`src/rtl/gnr_attractor_sched.sv`:
```
// Floyd tortoise/hare sequencer for a bank of Boolean-network node cells.
// Define GNR_PERIOD_MEASURE_EN to add the PERIOD state that measures the attractor period.
module gnr_attractor_sched #(
    parameter int                N_NODES   = 188,
    parameter int                CNT_W     = 16,
    parameter logic [CNT_W-1:0]  MAX_STEPS = 16'hFFFF
) (
    input  logic               clk,
    input  logic               rst,
    input  logic               start,
    input  logic [N_NODES-1:0] init_vec,
    input  logic [N_NODES-1:0] s0_vec,
    input  logic [N_NODES-1:0] s1_vec,
    output logic               reset_nos,
    output logic               start_s0,
    output logic               start_s1,
    output logic [N_NODES-1:0] init_state,
    output logic               busy,
    output logic               done,
    output logic               timeout,
    output logic [CNT_W-1:0]   meet_steps,
    output logic [CNT_W-1:0]   period,
    output logic [N_NODES-1:0] attractor
);

    typedef enum logic [2:0] {
        S_IDLE   = 3'd0,
        S_LOAD   = 3'd1,
        S_RUN    = 3'd2,
        S_PERIOD = 3'd3,
        S_DONE   = 3'd4
    } state_t;

    state_t           state, state_next;
    logic [CNT_W-1:0] step_cnt;
    logic             accept, step_inc, capture_meet, run_timeout;

`ifdef GNR_PERIOD_MEASURE_EN
    logic [CNT_W-1:0] period_cnt;
    logic             per_inc, per_hit, per_timeout;
`else
    assign period = '0;
`endif

    always_comb begin
        state_next   = state;
        reset_nos    = 1'b0;
        start_s0     = 1'b0;
        start_s1     = 1'b0;
        accept       = 1'b0;
        step_inc     = 1'b0;
        capture_meet = 1'b0;
        run_timeout  = 1'b0;
`ifdef GNR_PERIOD_MEASURE_EN
        per_inc      = 1'b0;
        per_hit      = 1'b0;
        per_timeout  = 1'b0;
`endif
        case (state)
            S_IDLE, S_DONE: begin
                if (start) begin
                    accept     = 1'b1;
                    state_next = S_LOAD;
                end
            end
            S_LOAD: begin
                reset_nos  = 1'b1;
                state_next = S_RUN;
            end
            S_RUN: begin
                // At k = 0 and k = 1 the copies agree trivially, so compare only from k = 2.
                if (step_cnt >= CNT_W'(2) && s0_vec == s1_vec) begin
                    capture_meet = 1'b1;
`ifdef GNR_PERIOD_MEASURE_EN
                    state_next   = S_PERIOD;
`else
                    state_next   = S_DONE;
`endif
                end else if (step_cnt == MAX_STEPS) begin
                    run_timeout = 1'b1;
                    state_next  = S_DONE;
                end else begin
                    start_s0 = 1'b1;
                    start_s1 = 1'b1;
                    step_inc = 1'b1;
                end
            end
`ifdef GNR_PERIOD_MEASURE_EN
            S_PERIOD: begin
                // s0 stays parked on the attractor while s1 walks around the cycle.
                if (period_cnt != '0 && s1_vec == attractor) begin
                    per_hit    = 1'b1;
                    state_next = S_DONE;
                end else if (period_cnt == '1) begin
                    per_timeout = 1'b1;
                    state_next  = S_DONE;
                end else begin
                    start_s1 = 1'b1;
                    per_inc  = 1'b1;
                end
            end
`endif
            default: state_next = S_IDLE;
        endcase
        if (!rst) begin
            reset_nos = 1'b0;
            start_s0  = 1'b0;
            start_s1  = 1'b0;
        end
    end

    assign busy = (state != S_IDLE) && (state != S_DONE);
    assign done = (state == S_DONE);

    always_ff @(posedge clk) begin
        if (!rst) begin
            state      <= S_IDLE;
            step_cnt   <= '0;
            init_state <= '0;
            timeout    <= 1'b0;
            meet_steps <= '0;
            attractor  <= '0;
`ifdef GNR_PERIOD_MEASURE_EN
            period_cnt <= '0;
            period     <= '0;
`endif
        end else begin
            state <= state_next;
            if (accept) begin
                init_state <= init_vec;
                step_cnt   <= '0;
                timeout    <= 1'b0;
                meet_steps <= '0;
                attractor  <= '0;
`ifdef GNR_PERIOD_MEASURE_EN
                period_cnt <= '0;
                period     <= '0;
`endif
            end
            if (step_inc)
                step_cnt <= step_cnt + 1'b1;
            if (capture_meet) begin
                meet_steps <= step_cnt;
                attractor  <= s0_vec;
            end
            if (run_timeout)
                timeout <= 1'b1;
`ifdef GNR_PERIOD_MEASURE_EN
            if (per_inc)
                period_cnt <= period_cnt + 1'b1;
            if (per_hit)
                period <= period_cnt;
            if (per_timeout) begin
                timeout <= 1'b1;
                period  <= '0;
            end
`endif
        end
    end

endmodule

```
`config.mk`:
```
export PLATFORM = sky130hd
export DESIGN_NAME = gnr_attractor_sched
export DESIGN_NICKNAME = d
export VERILOG_FILES = /design/src/rtl/gnr_attractor_sched.sv
export SDC_FILE = /design/constraint.sdc
export NUM_CORES = 1
export LEC_CHECK = 0
export ABC_AREA = 1
export BUFFER_PORTS_ARGS = -buffer_cell sky130_fd_sc_hd__buf_4
export CORE_AREA = 2 2 385 387
export DETAILED_ROUTE_END_ITERATION = 7
export DIE_AREA = 0 0 387 389
export PLACE_DENSITY = 0.37
export SYNTH_ARGS = -nofsm -noshare
export SYNTH_HDL_FRONTEND = slang
export SYNTH_SLANG_ARGS = --single-unit
export TNS_END_PERCENT = 50
```
`constraint.sdc`:
```
create_clock -name clk -period 4.21 [get_ports clk]
set_input_delay 0.421 -clock clk [delete_from_list [all_inputs] [get_ports clk]]
set_output_delay 0.421 -clock clk [all_outputs]
set_load 0.02 [all_outputs]
```
==> results of run 1 <==
-- cells in the mapped netlist --
master	count	area share (%)
clkbuf_1	101	2.0
dfxtp_1	412	44
ha_1	2	0.13
o21ai_0	174	4.6
nor4_1	4	0.13
nand2_4	1	0.059
buf_1	22	0.44
nor2_2	3	0.099
xnor2_1	103	4.8
nand3_1	237	6.3
nor2_4	1	0.059
clkinv_1	15	0.30
o21ai_1	22	0.58
nor3_2	1	0.053
a31oi_2	1	0.066
xor2_1	44	2.0
nor2_1	542	11
nand3_4	1	0.093
buf_4	35	1.4
buf_2	16	0.42
buf_6	2	0.12
nand2_1	586	12
nor3_1	1	0.026
nand3b_1	7	0.28
inv_1	194	3.8
nand4_1	8	0.26
a21oi_1	221	5.8
conb_1	1	0.020
inv_2	8	0.16
-- final timing paths --
| check | startpoint | end | slack [ps] |
|---|---|---|---|
| setup / recovery | s0_vec[43] | start_s0 | 500 |
| hold / removal | init_vec[125] | init_state[125] | 50 |
| hold reg to reg | timeout | timeout | 480 |
| setup reg to reg | step_cnt[1] | attractor[2] | 1350 |
-- power breakdown --
part	switching, mW	internal, mW
clock network	2.12	3.08
logic	1.31	0.983
registers	0.104	4.08
total	3.53	8.14
-- kinds of logic after synthesis --
kind of cell               count (synthesis)  synth area share (%)
xor gates and xnor gates                 147                  6.80
other                                      1                0.0198
and+or+nand+nor                         1392                  29.7
DFF                                      412                  43.6
AOI/OAI and AO/OA                        418                  11.1
buffers and inverters                    393                  8.67
adders and majority gates                  2                 0.132
-- repair_timing --
item	CTS	global route
hold buffers	253	0
endpoints found under the hold margin	253	0
setup buffers	0	0
-- cell type report --
class / count / share of cell area, %
Inverter: 217 / 2.53
Tap cell: 1930 / 7.37
Sequential cell: 412 / 25.2
Multi-Input combinational cell: 1975 / 27.8
Clock buffer: 79 / 4.96
Timing Repair Buffer: 1253 / 31.0
Antenna cell: 7 / 0.0534
Clock inverter: 25 / 1.08
-- sequential cells by signal, summed over array words and instances (netlist names) --
name        cells
init_state    188
state           3
timeout         1
attractor     188
meet_steps     16
step_cnt       16
-- worst max-delay path: cells and delay by family --
kind,cells,cell delay (ps)
simple gates,9,1370
xor+xnor,1,570
buf+inv,3,890
-- per-layer routing --
metal  vias to the layer above  routed length (um)
met5                         -                  13
met4                         2                3210
met3                       129               10300
met2                       781               68600
met1                     10288               45300
li1                      10993                   -
==> flow_summary.ini, run 1 <==
[clocking]
cts.sinks = 412
htreeDepth = 2
cts_tree = yes
clk_pin_slew_ps = 50
ctsRootBufferMaster = clkbuf_16
cts_buffer_depth = 3
clk_latency_ps = 670
cts-resized-gates = 0
numCtsBuffers = 56

[route]
drt_iter0_drc = 1098
vias = 22193
ant_nets = 0
detail_route.first_pass.iterations = 5
wire_per_inst_um = 21.6
routed_via_density = 3.76
drt_wl_total_um = 127000
drc = 0

[grt]
grt_max_degree = 189
grt_pass1_wl_um = 174000
grtUsageMet2_pct = 31.4
busiest_layer = met2
groute.layer.met3.usage_pct = 5.55
antenna_found_initial = 24
globalRoute.totalOverflow = 0
grt_pass1_vias = 22520
grt_usage_pct = 16.2
grt.met1_usage_pct = 16.3

[floorplan]
initial_core_util_pct = 12.9
std_cell_rows = 141
dieArea_um2 = 151000
ios = 981
dieWidth_um = 387
coreArea_um2 = 147000
die_h_um = 389

[power_and_ir_drop]
p_total_mw = 11.7
power.density_nw_per_um2 = 356
leakage_nw = 14.7
ir_drop_v = 0.000315

[placed_design]
port_buffers = 964
placedInstanceArea_um2 = 28300
place_worst_setup_slack_ps = 717
hpwl_um = 102000
dp_cells = 5534
place_congestion = 0.838

[worst_setup_path]
crit_fanout = 19
worst_path_max_delay_cell = xnor2_1
worstPathArrival_ps = 3280
r2r_cells = 15
worstPathRequired_ps = 3790
cp-start-kind = input pin
critical_path_class = input pin to output pin
max_stage_delay_ps = 570
end_kind = output pin
path_cells = dlygate4sd3_1, buf_4, xnor2_1, nand2_1, nor2_1, nand2_1, nor2_1, nand2_1, nor2_2, nand3_4, nand2_4, nor2_1, buf_4

[final_layout]
area_growth_pct = 73.2
layout_commonest_cell = buf_4
final_area_um2 = 32800
nFillCells = 16429
drive_gt1_share_pct = 28.2
final_cell_mix = 989 x buf_4, 586 x nand2_1, 541 x nor2_1
register_area_um2 = 8250
finalNetCount = 4484
multi_input_area_um2 = 9120
final_cells = 5898
utilization_pct = 22.4

[worst_hold_path]
hp-class = input pin to flop
whs_path_depth = 3

[synth]
syn_inst = 2765
netlist-cell-type-count = 29
seq_area_frac_synth_pct = 43.6
ys_ff_latch = 412
synth_warnings = 0
avgSynthCellArea_um2 = 6.85
syn_area_um2 = 18900

[timing]
rsz0062_at_grt = false
holdWs_ps = 53.3
hold_viol = 0
min_period_ps = 3710
tightest_slew_ps = 1030
drv_slew = 0
tns_ps = 0
slew_headroom_pct = 31.5
fin_crit_sh_pct = 88.0
finClkSkew_ps = 34.4
fmax_mhz = 270
setup_viol = 0
setup_slack_ps = 504

[status]
outcome = finished clean

[run]
max-cap-violations = 0
Power figures use the tool's default switching activity.
==> inputs of run 2 (changes only) <==
--- a/config.mk
+++ b/config.mk
@@ -10,7 +10,9 @@
 export CORE_AREA = 2 2 385 387
 export DETAILED_ROUTE_END_ITERATION = 7
 export DIE_AREA = 0 0 387 389
+export GPL_ROUTABILITY_DRIVEN = 0
 export PLACE_DENSITY = 0.37
+export REMOVE_ABC_BUFFERS = 1
 export SYNTH_ARGS = -nofsm -noshare
 export SYNTH_HDL_FRONTEND = slang
 export SYNTH_SLANG_ARGS = --single-unit
==> run 2 against run 1 <==
Utilization is 0.31 points higher. Power down 3.0%. Clock power is 5.0% lower. Critical endpoint unchanged. Sequential power about the same. Final area increased by 1.4%. Via count decreased by 0.98%. Final cell count grew 0.98%. Count of clock-buffer cells in the layout up 6. Largest power group unchanged. Worst hold slack better by 9.3 ps. Die area unchanged.
==> flow_summary.ini, run 2 (synthesized netlist as in run 1, its figures left out) <==
[final_layout]
layout_commonest_cell = buf_4
top_regs = attractor (188), init_state (188)
final_cell_mix = 989 x buf_4, 586 x nand2_1, 541 x nor2_1
finalNetCount = 4541
nFillCells = 16495
area_growth_pct = 75.6
multi_input_area_um2 = 9110
register_area_um2 = 8250
drive_gt1_share_pct = 27.4
utilization_pct = 22.7
final_cells = 5956

[power_and_ir_drop]
pwr-share-comb_pct = 19.5
p_int_mw = 8.01
ir_drop_v = 0.000311
leakage_nw = 14.9
power.switching_mw = 3.31
power.density_nw_per_um2 = 340
seqPwrFrac_pct = 36.9
power.share.switching_pct = 29.3
power_frac_clock_pct = 43.7

[floorplan]
die_h_um = 389
initial_core_util_pct = 12.9
dieArea_um2 = 151000
std_cell_rows = 141
dieWidth_um = 387
ios = 981
coreArea_um2 = 147000

[worst_setup_path]
path_cells = dlygate4sd3_1, buf_4, nand2_1, nand2_1, clkinv_1, nand2_1, nor2_1, nand2_1, nor2_1, nand2_1, nor2_2, nand3_4, nand2_4, nor2_1, buf_4
max_stage_delay_ps = 540
worst_path_max_delay_cell = dlygate4sd3_1
cp-start-kind = input pin
cpLargestDelayFamily = simple AND/OR/NAND/NOR gates
crit_fanout = 17
worstPathArrival_ps = 3210
cp_common_cell = nand2_1
worstPathRequired_ps = 3790
critPathBufInv = 4
critical_path_class = input pin to output pin
end_kind = output pin

[timing]
drv_slew = 0
tightest_slew_ps = 969
fin_crit_sh_pct = 86.2
finClkSkew_ps = 19.8
holdWs_ps = 62.6
min_period_ps = 3630
fmax_mhz = 276
tns_ps = 0
setup_viol = 0
hold_viol = 0
slew_headroom_pct = 35.4
rsz0062_at_grt = false

[route]
vias = 21975
ant_nets = 0
detail_route.first_pass.iterations = 5
routed_via_density = 3.69
drt_wl_total_um = 107000
drc = 0
drt_iter0_drc = 1125
wire_per_inst_um = 18.0

[clocking]
cts_setup_buffers = 0
ctsRootBufferMaster = clkbuf_16
cts_buffer_depth = 3
cts.sinks = 412
cts_tree = yes
cts-resized-gates = 0
clk_pin_slew_ps = 50
hold_buffers = 312
clk_latency_ps = 650
numCtsBuffers = 56
htreeDepth = 2

[placed_design]
port_buffers = 964
dp_cells = 5532
hpwl_um = 81800

[grt]
grt_pass1_wl_um = 152000
grt_usage_pct = 13.5
globalRoute.totalOverflow = 0
grt_pass1_vias = 21895
antenna_found_initial = 24
grt_max_degree = 172

[run]
max-cap-violations = 0

[worst_hold_path]
hp-class = input pin to flop

[status]
outcome = finished clean
==> run 2: changes by cell type in the layout (fill, tap and decap cells not counted), sizes merged <==
cell	before	now
buf	1000	998
bufinv	6	4
clkbuf	79	85
clkinv	29	25
clkinvlp	2	1
diode	7	12
dlygate4sd3	253	312
inv	205	202
==> run 2: layout make-up <==
cell class                 count  share of cell area, %
antenna                       12                 0.0903
clock buffer                  85                   4.90
clock inverter                15                  0.772
inverter                     217                   2.50
multi-input combinational   1975                   27.4
sequential                   412                   24.8
tap                         1930                   7.26
timing repair buffer        1310                   32.2
==> run 2: power groups by stage <==
stage	Sequential, mW	Combinational, mW	Clock (mW)
finish	4.17	2.20	4.94
floorplan	4.45	0.634	0
global route	4.19	2.40	5.30
detailed placement	4.25	1.98	0
global placement	4.25	1.98	0
CTS	4.17	2.24	5.17
==> run 2: path summary, 6_finish.rpt <==
path	slack, ps	endpoint	start	cells past startpoint
max reg2reg	1230	attractor[163]	step_cnt[0]	16
min reg2reg	480	attractor[121]	attractor[121]	2
max	580	start_s0	s0_vec[46]	15
min	60	attractor[58]	s0_vec[58]	3
==> run 2: stage by stage <==
stage | cell area [um^2] | setup WS (ps) | total power, mW
after global placement | 28200 | 113 | 6.23
after detailed placement | 28200 | 131 | 6.23
final | 33200 | 581 | 11.3
after floorplan | 18200 | -11300 | 5.09
after global routing | 33200 | 110 | 11.9
after CTS | 33200 | 303 | 11.6
==> run 2: tightest hold or removal path, stage by stage <==
cell and delay (ps):
buf_4 120, nand2_1 60, a21oi_1 60
==> run 2: per-layer routing <==
metal,vias to the layer above,routed length [um],track usage [%]
met3,153,8580,4.35
met5,-,309,0.893
met4,18,3620,5.18
met2,707,49600,22.2
li1,11114,-,-
met1,9983,45000,16.3
==> inputs of run 3 (changes only) <==
--- a/config.mk
+++ b/config.mk
@@ -6,11 +6,13 @@
 export NUM_CORES = 1
 export LEC_CHECK = 0
 export ABC_AREA = 1
+export ABC_CLOCK_PERIOD_IN_PS = 4210
 export BUFFER_PORTS_ARGS = -buffer_cell sky130_fd_sc_hd__buf_4
 export CORE_AREA = 2 2 385 387
 export DETAILED_ROUTE_END_ITERATION = 7
 export DIE_AREA = 0 0 387 389
 export GPL_ROUTABILITY_DRIVEN = 0
+export HOLD_SLACK_MARGIN = 0.1
 export PLACE_DENSITY = 0.37
 export REMOVE_ABC_BUFFERS = 1
 export SYNTH_ARGS = -nofsm -noshare
==> run 3 against run 2 <==
Final cell count is 1.1% higher. Largest power group unchanged. Critical path type unchanged. Largest cell class unchanged. First-iteration DRC count is 5.4% lower. Critical endpoint unchanged. Clock power hardly changed. Sequential share of layout area is 0.46 points lower. Highest routed layer unchanged. Die area stayed put. Non-clock buffer count is 63 higher.
==> flow_summary.ini, run 3 (synthesized netlist as in run 1, its figures left out) <==
[worst_setup_path]
end_kind = output pin
crit_fanout = 17
cp-start-kind = input pin
r2r_cells = 16
critPathBufInv = 4
timing.rr.start = step_cnt[0]
cpLargestDelayFamily = simple AND/OR/NAND/NOR gates
max_stage_delay_ps = 540
worst_path_max_delay_cell = dlygate4sd3_1
startpoint = s0_vec[46]
cp_common_cell = nand2_1
worstPathArrival_ps = 3190
r2r_end = attractor[163]
critical_path_class = input pin to output pin
worstPathRequired_ps = 3790
r2r_setup_slack_ps = 1230
path_cells = dlygate4sd3_1, buf_4, nand2_1, nand2_1, clkinv_1, nand2_1, nor2_1, nand2_1, nor2_1, nand2_1, nor2_2, nand3_4, nand2_4, nor2_1, buf_4

[floorplan]
dieArea_um2 = 151000
die_h_um = 389
std_cell_rows = 141
coreArea_um2 = 147000
ios = 981
dieWidth_um = 387
initial_core_util_pct = 12.9

[final_layout]
final_cell_mix = 989 x buf_4, 586 x nand2_1, 541 x nor2_1
area_growth_pct = 79.0
finalNetCount = 4604
final_cells = 6019
final_area_um2 = 33900
layout_commonest_cell = buf_4
register_area_um2 = 8250
multi_input_area_um2 = 9110
nFillCells = 16445
drive_gt1_share_pct = 27.0
top_regs = attractor (188), init_state (188)

[route]
drt_wl_total_um = 107000
vias = 22181
detail_route.first_pass.iterations = 5
wire_per_inst_um = 17.8
ant_nets = 0
drc = 0
routed_via_density = 3.69
drt_iter0_drc = 1064

[timing]
tightest_slew_ps = 1000
fmax_mhz = 277
fin_crit_sh_pct = 85.9
setup_viol = 0
slew_headroom_pct = 33.1
hold_viol = 0
drv_slew = 0
finClkSkew_ps = 22.5
min_period_ps = 3610
setup_slack_ps = 595
rsz0062_at_grt = false

[clocking]
cts_buffer_depth = 3
ctsRootBufferMaster = clkbuf_16
hold_buffers = 375
numCtsBuffers = 56
clk_latency_ps = 650
cts.sinks = 412
htreeDepth = 2
cts-resized-gates = 0
cts_tree = yes
cts_setup_buffers = 0
clk_pin_slew_ps = 60

[status]
outcome = finished clean

[worst_hold_path]
hold_path_end = attractor[94]
hp-class = input pin to flop
min-delay-start = s0_vec[94]
whs_path_depth = 3

[grt]
grt_pass1_wl_um = 153000
grt_max_degree = 172
globalRoute.totalOverflow = 0
grt_usage_pct = 13.6
grt_pass1_vias = 22186
antenna_found_initial = 25

[power_and_ir_drop]
p_int_mw = 8.04
ir_drop_v = 0.000311
power.switching_mw = 3.32
power.share.switching_pct = 29.2
power_frac_clock_pct = 43.5
seqPwrFrac_pct = 36.7
leakage_nw = 15.2
pwr-share-comb_pct = 19.8
power.density_nw_per_um2 = 336

[placed_design]
placedInstanceArea_um2 = 28200
place_worst_setup_slack_ps = 131
port_buffers = 964
dp_cells = 5532
hpwl_um = 81800

[run]
max-cap-violations = 0
==> run 3: changes by cell type in the layout (fill, tap and decap cells not counted) <==
cell and delta:
dlygate4sd3_1 +63
==> run 3: per-stage QoR <==
| step | utilization, % | total power [mW] | TNS [ps] | hold slack (ps) |
|---|---|---|---|---|
| detailed placement | 19.2 | 6.23 | 0 | 468 |
| finish | 23.1 | 11.4 | 0 | 163 |
| CTS | 23.1 | 11.6 | 0 | 102 |
| global route | 23.1 | 11.9 | 0 | 131 |
| floorplan | - | 5.09 | -4581560 | 462 |
| global placement | 19.2 | 6.23 | 0 | 461 |
==> run 3: final cells by class <==
type / count / area share (%)
Tap cell: 1930 / 7.13
Multi-Input combinational cell: 1975 / 26.9
Sequential cell: 412 / 24.3
Antenna cell: 12 / 0.0887
Inverter: 217 / 2.45
Timing Repair Buffer: 1373 / 33.5
Clock buffer: 85 / 4.81
Clock inverter: 15 / 0.757
==> run 3: worst min-delay path: stages <==
cell and delay (ps):
buf_4 120, nand2_1 120, a21oi_1 80
==> run 3: how the worst max path moves through the flow <==
stage / to / slack (ps) / cells past startpoint
3_5_place_dp: attractor[137] / 130 / 14
2_1_floorplan: attractor[0] / -11300 / 6
5_1_grt: attractor[126] / 100 / 15
4_1_cts: attractor[68] / 300 / 15
3_3_place_gp: attractor[126] / 110 / 14
6_report: start_s0 / 600 / 15
==> run 3: metal layers <==
metal / track usage [%] / wire length, um / vias to the layer above
met4: 5.22 / 3590 / 18
met3: 4.15 / 7940 / 153
met1: 16.5 / 45700 / 10043
met5: 0.893 / 315 / -
li1: - / - / 11241
met2: 22.3 / 49700 / 726
==> run 3: power groups by stage <==
stage,sequential (mW),clock (mW),combinational [mW]
after floorplan,4.45,0,0.634
after global placement,4.25,0,1.98
after detailed placement,4.25,0,1.98
after CTS,4.17,5.17,2.29
after global routing,4.19,5.30,2.45
final,4.17,4.94,2.25
